### config.mk
export PLATFORM = sky130hd
export DESIGN_NAME = spi_accel_responder
export DESIGN_NICKNAME = d
export VERILOG_FILES = /design/src/rtl/spi_accel_pkg.sv /design/src/rtl/spi_pin_sync.sv /design/src/rtl/spi_accel_responder.sv
export SDC_FILE = /design/constraint.sdc
export NUM_CORES = 1
export LEC_CHECK = 0
export BUFFER_PORTS_ARGS = -buffer_cell sky130_fd_sc_hd__buf_2
export CAP_MARGIN = 40
export CORE_MARGIN = 2
export CORE_UTILIZATION = 40
export CTS_CLUSTER_DIAMETER = 60
export DETAILED_ROUTE_END_ITERATION = 10
export GPL_TIMING_DRIVEN = 0
export PLACE_DENSITY = 0.55
export SKIP_CTS_REPAIR_TIMING = 1
export SLEW_MARGIN = 20
export SYNTH_ARGS = -nofsm -noshare
export SYNTH_HDL_FRONTEND = slang
export SYNTH_SLANG_ARGS = --single-unit
### constraint.sdc
create_clock -name ipClk -period 8.75 [get_ports ipClk]
set_clock_uncertainty 0.05 [all_clocks]
set_input_delay 0.4375 -clock ipClk [delete_from_list [all_inputs] [get_ports ipClk]]
set_output_delay 0.4375 -clock ipClk [all_outputs]
set_load 0.03 [all_outputs]
### src/rtl/spi_accel_pkg.sv
// Shared state encoding, command layout and register-map constants for the SPI accelerometer responder.
package spi_accel_pkg;

  typedef enum logic [1:0] {Idle, Command, Data} state_e;

  typedef struct packed {
    logic       rw;
    logic       mb;
    logic [5:0] addr;
  } cmd_t;

  localparam logic [5:0] ADDR_DEVID       = 6'h00;
  localparam logic [5:0] ADDR_BW_RATE     = 6'h2C;
  localparam logic [5:0] ADDR_DATA_FORMAT = 6'h31;
  localparam logic [5:0] ADDR_DATAX0      = 6'h32;
  localparam logic [5:0] ADDR_WR_LO       = 6'h1D;
  localparam logic [5:0] ADDR_WR_HI       = 6'h31;
  localparam logic [7:0] BW_RATE_RST      = 8'h0A;
  localparam int         NUM_WR_REGS      = 21;

  function automatic logic is_writable(input logic [5:0] a);
    return (a >= ADDR_WR_LO) && (a <= ADDR_WR_HI);
  endfunction

endpackage

### src/rtl/spi_pin_sync.sv
// Pin synchroniser into ipClk with single-cycle rise/fall strobes taken one stage past the sync chain.
// Level appears STAGES cycles after the pin; strobes are combinational from the last two stages.
module spi_pin_sync #(
  parameter int   STAGES  = 2,
  parameter logic RST_VAL = 1'b0
) (
  input  logic ipClk,
  input  logic ipReset,
  input  logic i_pin,
  output logic o_lvl,
  output logic o_rise,
  output logic o_fall
);

  logic [STAGES-1:0] r_sync;
  logic              r_prev;

  always_ff @(posedge ipClk or posedge ipReset) begin
    if (ipReset) begin
      r_sync <= {STAGES{RST_VAL}};
      r_prev <= RST_VAL;
    end else begin
      r_sync <= {r_sync[STAGES-2:0], i_pin};
      r_prev <= r_sync[STAGES-1];
    end
  end

  assign o_lvl  = r_sync[STAGES-1];
  assign o_rise = r_sync[STAGES-1] & ~r_prev;
  assign o_fall = ~r_sync[STAGES-1] & r_prev;

endmodule

### src/rtl/spi_accel_responder.sv
// SPI mode-3 target emulating the accelerometer register map, fully oversampled in ipClk.
// Optional ACCEL_RESP_SNAPSHOT_EN: latch X/Y/Z at read-command decode so multi-byte reads do not tear.
module spi_accel_responder
  import spi_accel_pkg::*;
#(
  parameter int         Sync_Stages = 2,
  parameter logic [7:0] Dev_ID      = 8'hE5
) (
  input  logic        ipClk,
  input  logic        ipReset,
  input  logic        nCS,
  input  logic        SClk,
  input  logic        SDI,
  output logic        SDO,
  input  logic [15:0] ipX,
  input  logic [15:0] ipY,
  input  logic [15:0] ipZ,
  output logic [7:0]  opDataFormat,
  output logic        opWrValid,
  output logic [5:0]  opWrAddr,
  output logic [7:0]  opWrData
);

  localparam int BW_IDX = int'(ADDR_BW_RATE) - int'(ADDR_WR_LO);
  localparam int DF_IDX = int'(ADDR_DATA_FORMAT) - int'(ADDR_WR_LO);

  logic w_cs_lvl, w_cs_rise, w_cs_fall;
  logic w_sck_lvl, w_sck_rise, w_sck_fall;
  logic w_sdi, w_sdi_rise, w_sdi_fall;
  logic w_unused;

  // nCS resets low so a frame in progress across reset is not mistaken for an idle bus.
  spi_pin_sync #(.STAGES(Sync_Stages), .RST_VAL(1'b0)) u_sync_cs (
    .ipClk(ipClk), .ipReset(ipReset), .i_pin(nCS),
    .o_lvl(w_cs_lvl), .o_rise(w_cs_rise), .o_fall(w_cs_fall));
  spi_pin_sync #(.STAGES(Sync_Stages), .RST_VAL(1'b1)) u_sync_sck (
    .ipClk(ipClk), .ipReset(ipReset), .i_pin(SClk),
    .o_lvl(w_sck_lvl), .o_rise(w_sck_rise), .o_fall(w_sck_fall));
  spi_pin_sync #(.STAGES(Sync_Stages), .RST_VAL(1'b0)) u_sync_sdi (
    .ipClk(ipClk), .ipReset(ipReset), .i_pin(SDI),
    .o_lvl(w_sdi), .o_rise(w_sdi_rise), .o_fall(w_sdi_fall));

  assign w_unused = &{w_sck_lvl, w_sdi_rise, w_sdi_fall};

  state_e      r_state, w_state_nxt;
  logic        r_armed;
  logic [2:0]  r_bit_cnt;
  logic [6:0]  r_rx;
  cmd_t        r_cmd;
  logic [7:0]  r_tx;
  logic        r_fall_d;
  logic        r_sdo;
  logic [7:0]  r_regs [NUM_WR_REGS];
  logic        r_wr_vld;
  logic [5:0]  r_wr_addr;
  logic [7:0]  r_wr_dat;

  logic [7:0]  w_byte;
  logic        w_byte_done;
  logic        w_decode;
  cmd_t        w_cmd;
  logic [5:0]  w_next_addr;
  logic [5:0]  w_rd_addr;
  logic [7:0]  w_rd_dat;
  logic [2:0]  w_xyz_off;
  logic [47:0] w_live;
  logic [47:0] w_xyz;

  assign w_byte      = {r_rx, w_sdi};
  assign w_byte_done = (r_state != Idle) && w_sck_rise && (r_bit_cnt == 3'd7) && !w_cs_rise;
  assign w_decode    = (r_state == Command) && w_byte_done;
  assign w_cmd       = cmd_t'(w_byte);
  assign w_next_addr = r_cmd.mb ? (r_cmd.addr + 6'd1) : r_cmd.addr;
  assign w_rd_addr   = (r_state == Command) ? w_cmd.addr : w_next_addr;
  assign w_xyz_off   = 3'(w_rd_addr - ADDR_DATAX0);
  assign w_live      = {ipZ, ipY, ipX};

`ifdef ACCEL_RESP_SNAPSHOT_EN
  logic [47:0] r_snap;
  logic        r_snap_vld;

  always_ff @(posedge ipClk or posedge ipReset) begin
    if (ipReset) begin
      r_snap     <= '0;
      r_snap_vld <= 1'b0;
    end else if (r_state == Idle) begin
      r_snap_vld <= 1'b0;
    end else if (w_decode && w_cmd.rw &&
                 (w_cmd.addr >= ADDR_DATAX0) && (w_cmd.addr <= ADDR_DATAX0 + 6'd5)) begin
      r_snap     <= w_live;
      r_snap_vld <= 1'b1;
    end
  end

  // The decode-cycle load uses the live value, which is exactly what the snapshot captures.
  assign w_xyz = (r_snap_vld && (r_state == Data)) ? r_snap : w_live;
`else
  assign w_xyz = w_live;
`endif

  always_comb begin
    w_rd_dat = 8'h00;
    if (w_rd_addr == ADDR_DEVID)
      w_rd_dat = Dev_ID;
    else if (is_writable(w_rd_addr))
      w_rd_dat = r_regs[5'(w_rd_addr - ADDR_WR_LO)];
    else if ((w_rd_addr >= ADDR_DATAX0) && (w_rd_addr <= ADDR_DATAX0 + 6'd5))
      w_rd_dat = w_xyz[{w_xyz_off, 3'b000} +: 8];
  end

  always_ff @(posedge ipClk or posedge ipReset) begin
    if (ipReset) r_state <= Idle;
    else         r_state <= w_state_nxt;
  end

  always_comb begin
    w_state_nxt = r_state;
    case (r_state)
      Idle:    if (r_armed && w_cs_fall) w_state_nxt = Command;
      Command: if (w_byte_done) w_state_nxt = Data;
      Data:    w_state_nxt = Data;
      default: w_state_nxt = Idle;
    endcase
    if (w_cs_rise) w_state_nxt = Idle;
  end

  always_ff @(posedge ipClk or posedge ipReset) begin
    if (ipReset) begin
      r_armed   <= 1'b0;
      r_bit_cnt <= 3'd0;
      r_rx      <= 7'd0;
      r_cmd     <= '0;
      r_tx      <= 8'hFF;
      r_fall_d  <= 1'b0;
      r_sdo     <= 1'b1;
      r_wr_vld  <= 1'b0;
      r_wr_addr <= 6'd0;
      r_wr_dat  <= 8'd0;
      for (int i = 0; i < NUM_WR_REGS; i++)
        r_regs[i] <= (i == BW_IDX) ? BW_RATE_RST : 8'h00;
    end else begin
      r_wr_vld <= 1'b0;
      r_fall_d <= w_sck_fall && (r_state == Data) && r_cmd.rw;
      if (w_cs_lvl) r_armed <= 1'b1;
      if ((r_state == Idle) || w_cs_rise) begin
        r_bit_cnt <= 3'd0;
        r_sdo     <= 1'b1;
        r_fall_d  <= 1'b0;
      end else begin
        if (w_sck_rise) begin
          r_rx      <= w_byte[6:0];
          r_bit_cnt <= r_bit_cnt + 3'd1;
        end
        if (w_decode) begin
          r_cmd <= w_cmd;
          if (w_cmd.rw) r_tx <= w_rd_dat;
        end else if (w_byte_done) begin
          r_cmd.addr <= w_next_addr;
          if (r_cmd.rw) begin
            r_tx <= w_rd_dat;
          end else if (is_writable(r_cmd.addr)) begin
            r_regs[5'(r_cmd.addr - ADDR_WR_LO)] <= w_byte;
            r_wr_vld  <= 1'b1;
            r_wr_addr <= r_cmd.addr;
            r_wr_dat  <= w_byte;
          end
        end
        // Delayed fall strobe gives SDO its extra cycle after the detected edge.
        if (r_fall_d && r_cmd.rw) begin
          r_sdo <= r_tx[7];
          r_tx  <= {r_tx[6:0], 1'b1};
        end
      end
    end
  end

  assign SDO          = r_sdo;
  assign opWrValid    = r_wr_vld;
  assign opWrAddr     = r_wr_addr;
  assign opWrData     = r_wr_dat;
  assign opDataFormat = r_regs[DF_IDX];

endmodule

==> run summary <==
The tools report the H-tree level count as 1. Setup violations remaining at the end of the flow were counted as 0. The first detailed-routing pass took 5 iterations.

The run gives 26900 um as the half-perimeter wire length after detailed placement. Fill cells in the final layout number 2875. After clock tree synthesis, the clock-pin slew on the worst setup and hold paths is 60 ps.

The final layout contains 1225 nets. After the first detailed-routing iteration, the DRC count stood at 682. In the final layout, the multi-input gates occupy 6390 um^2. The tool flagged a number of max-cap violations equal to 0. In this run the worst hold path is classified as flop to flop. For the total routing usage reported by global routing, the log shows 23.5%. The maximum number of pins on one net before global-route repair was 90; the number of flops mapped to enable cells by yosys was 0. Relative to the synthesized area, the layout overhead comes to 15.5%. The layout cell share with drive strength beyond 1 was 37.6%; the final wirelength was 38200 um. The flow ran to the end, and the final reports show no timing, DRC or antenna violations. The run gives 3 as the number of buffers on the longest clock path.

The final max-slew violation count came out at 0. Dividing total power by cell area gives a power density of 250 nW/um^2. At the pin with the least slew margin, the transition time is 934 ps. The congestion estimate from routability-driven global placement came to 0.880. The initial core utilization came out at 40.5%. The number of buffers inserted during clock tree synthesis is 28, and the initial antenna violation count is 0.

The tools report the number of hold violations in the final report as 0. STA puts the critical path data required time at 9170 ps. The final standard cell area without fillers was 14300 um^2; the minimum clock period was 6150 ps.

Summed over all cells, the static leakage comes to 6.61 nW. A synthesized cell averages 12.0 um^2. Setup repair after global routing left no endpoint under its margin. The first global-routing pass estimated 58000 um of wire.

In the routed design, unresolved DRC markers number 0. For this design the top-level I/O count stands at 77. The floorplan step defined a die boundary enclosing 32400 um^2.

The final critical path takes up 70.2% of the cycle. The area after detailed placement came out at 13400 um^2. The number of register bits inferred by synthesis came out at 222.

The classification of the worst setup path was flop to flop. Summing every instance area after synthesis gives 12400 um^2. Synthesis handed over a netlist of 1037 instances.

Timing would allow up to 0.163 GHz. STA classifies the critical path endpoint as a flop. The number of antenna diodes in the final layout is 0.

In this run the tightest slew margin relative to its limit is 37.7%. The async set-or-reset flop fraction in the synthesized netlist is 100%, and the overall die height is 180 um. Synthesis produced a netlist with a net count of 1107. The logs give 72 for the unique cell type count in the Yosys netlist and 44.9% for the sequential-to-total area share from yosys stat.

Floorplan row count: 64. In the final routed layout, each cell accounts on average for 24.3 um. In this run the clock root is driven by a sky130_fd_sc_hd__clkbuf_16. The highest ir drop seen on vdd was 0.186 mV; the number of nets with antenna violations after detailed routing was 0. TritonCTS built the clock tree.

The later pin in the worst-skew pair is clocked with a latency of 540 ps. The total overflow left after global routing is 0. The ratio of routed vias to standard cells was 5.83. The peak fanout along the critical path was 10. The summed negative setup slack over all endpoints came out at 0 ps. Number of vias in the routed layout: 9168.

The startpoint type of the worst setup path was a flop. CTS saw 222 sinks. In this run the horizontal extent of the chip is 180 um.

The count of buffers inserted at the top-level ports works out to 76. In the final layout, flip-flops and latches occupy 5570 um^2. For the worst setup path, the data arrival time is 6570 ps.

The Yosys step of the flow raised 0 warnings. The most used flip-flop cell after synthesis is sky130_fd_sc_hd__dfrtp_1. The core region area came out at 30600 um^2. The run gives 9225 as the number of global-route vias before repair.

For flop-to-flop paths, the worst setup slack is 2600 ps.
[worst max-delay path, stage by stage (launching register included)]
cell,delay (ps)
sky130_fd_sc_hd__dfrtp_1,400
sky130_fd_sc_hd__inv_1,90
sky130_fd_sc_hd__ha_1,270
sky130_fd_sc_hd__buf_2,290
sky130_fd_sc_hd__inv_2,110
sky130_fd_sc_hd__buf_2,260
sky130_fd_sc_hd__a21boi_2,460
sky130_fd_sc_hd__buf_2,380
sky130_fd_sc_hd__buf_2,340
sky130_fd_sc_hd__ha_1,200
sky130_fd_sc_hd__clkbuf_1,270
sky130_fd_sc_hd__buf_6,220
sky130_fd_sc_hd__clkbuf_1,560
sky130_fd_sc_hd__nor2b_1,430
sky130_fd_sc_hd__clkbuf_1,500
sky130_fd_sc_hd__nand3_1,150
sky130_fd_sc_hd__o2111a_1,190
sky130_fd_sc_hd__o21ai_0,360
sky130_fd_sc_hd__a31oi_1,280
sky130_fd_sc_hd__o22a_1,230
[logic make-up (layout without fill, tap and decap cells)]
logic type,count (synthesis),in the layout,synth area share (%)
AOI/OAI and AO/OA,133,133,7.74
xor gates and xnor gates,8,8,0.777
adders and majority gates,17,17,1.72
buffers and inverters,98,238,3.53
DFF,222,222,44.9
muxes,276,276,30.5
and+or+nand+nor,283,283,10.8
[state kept, by name (all words and copies together) (netlist names), 3 cells and up]
name and flops:
r_tx 8, r_cmd 8, opWrData 8, opDataFormat 8, r_rx 7, r_regs 160, opWrAddr 6, r_bit_cnt 3
[cells in the mapped netlist (12+ instances only)]
library cell	n	area (um^2)
sky130_fd_sc_hd__ha_1	17	213
sky130_fd_sc_hd__clkbuf_1	46	173
sky130_fd_sc_hd__buf_2	23	115
sky130_fd_sc_hd__mux2i_1	18	180
sky130_fd_sc_hd__inv_1	12	45.0
sky130_fd_sc_hd__nand4_1	12	75.1
sky130_fd_sc_hd__mux2_2	188	2120
sky130_fd_sc_hd__o21ai_0	17	85.1
sky130_fd_sc_hd__nand3_1	47	235
sky130_fd_sc_hd__nor2_1	31	116
sky130_fd_sc_hd__mux4_2	61	1370
sky130_fd_sc_hd__a21oi_1	26	130
sky130_fd_sc_hd__a31oi_1	14	87.6
sky130_fd_sc_hd__dfrtp_1	208	5200
sky130_fd_sc_hd__nand2_1	139	522
sky130_fd_sc_hd__dfstp_2	14	368
[cell usage in the layout (no fill, tap or decap), drive strengths merged, types with 11 or more instances in the layout]
master,Yosys,final
inv,14,15
nand3,48,48
nand2,139,139
a31oi,16,16
o21ai,19,19
mux2,196,196
buf,38,121
mux4,61,61
mux2i,19,19
dfstp,14,14
nand4,12,12
nor2,32,32
clkbuf,46,89
ha,17,17
a211oi,11,11
dfrtp,208,208
a21oi,28,28
[metrics by stage]
stage	hold slack, ps	power [mW]	setup slack, ps	instances	utilization [%]
finish	297	3.58	2600	1573	46.8
global route	305	3.73	2310	1573	46.8
CTS	-74.9	3.56	2720	1564	46.5
detailed placement	291	2.44	2730	1512	43.7
global placement	295	2.43	-576	1509	43.4
floorplan	281	1.90	2210	1037	-
[final timing paths]
path	start	cells after the start	end
max in group asynchronous	ipReset	4	u_sync_sck.r_sync[0]
worst max-delay path	r_state[1]	19	r_tx[0]
worst max register to register	r_state[1]	19	r_tx[0]
worst min-delay path	u_sync_cs.r_sync[0]	0	u_sync_cs.r_sync[1]
min in group asynchronous	ipReset	3	r_regs[165]
worst min register to register	u_sync_cs.r_sync[0]	0	u_sync_cs.r_sync[1]
[routing by layer]
| layer | GRT usage (%) | share of wire [%] | vias up |
|---|---|---|---|
| li1 | - | - | 4102 |
| met1 | 32.1 | 44 | 4718 |
| met2 | 37.8 | 47 | 285 |
| met3 | 4.30 | 5.6 | 63 |
| met4 | 8.10 | 3.1 | 0 |
| met5 | 0 | 0 | - |
[final cells by class]
class                   count  area share [%]
clock buffers              42            5.54
well taps                 396            3.46
inverters                  14           0.419
repair buffers             88            3.76
multi-input cells         717            44.6
clock inverters            10           0.611
plain buffers              84            2.69
flip-flops and latches    222            38.9
[where the power goes]
group | switching [mW] | total [mW] | internal (mW)
registers | 0.0391 | 1.09 | 1.05
logic | 0.980 | 1.38 | 0.402
clock network | 0.454 | 1.11 | 0.657
Note: power is estimated with default switching activity, not from simulation.
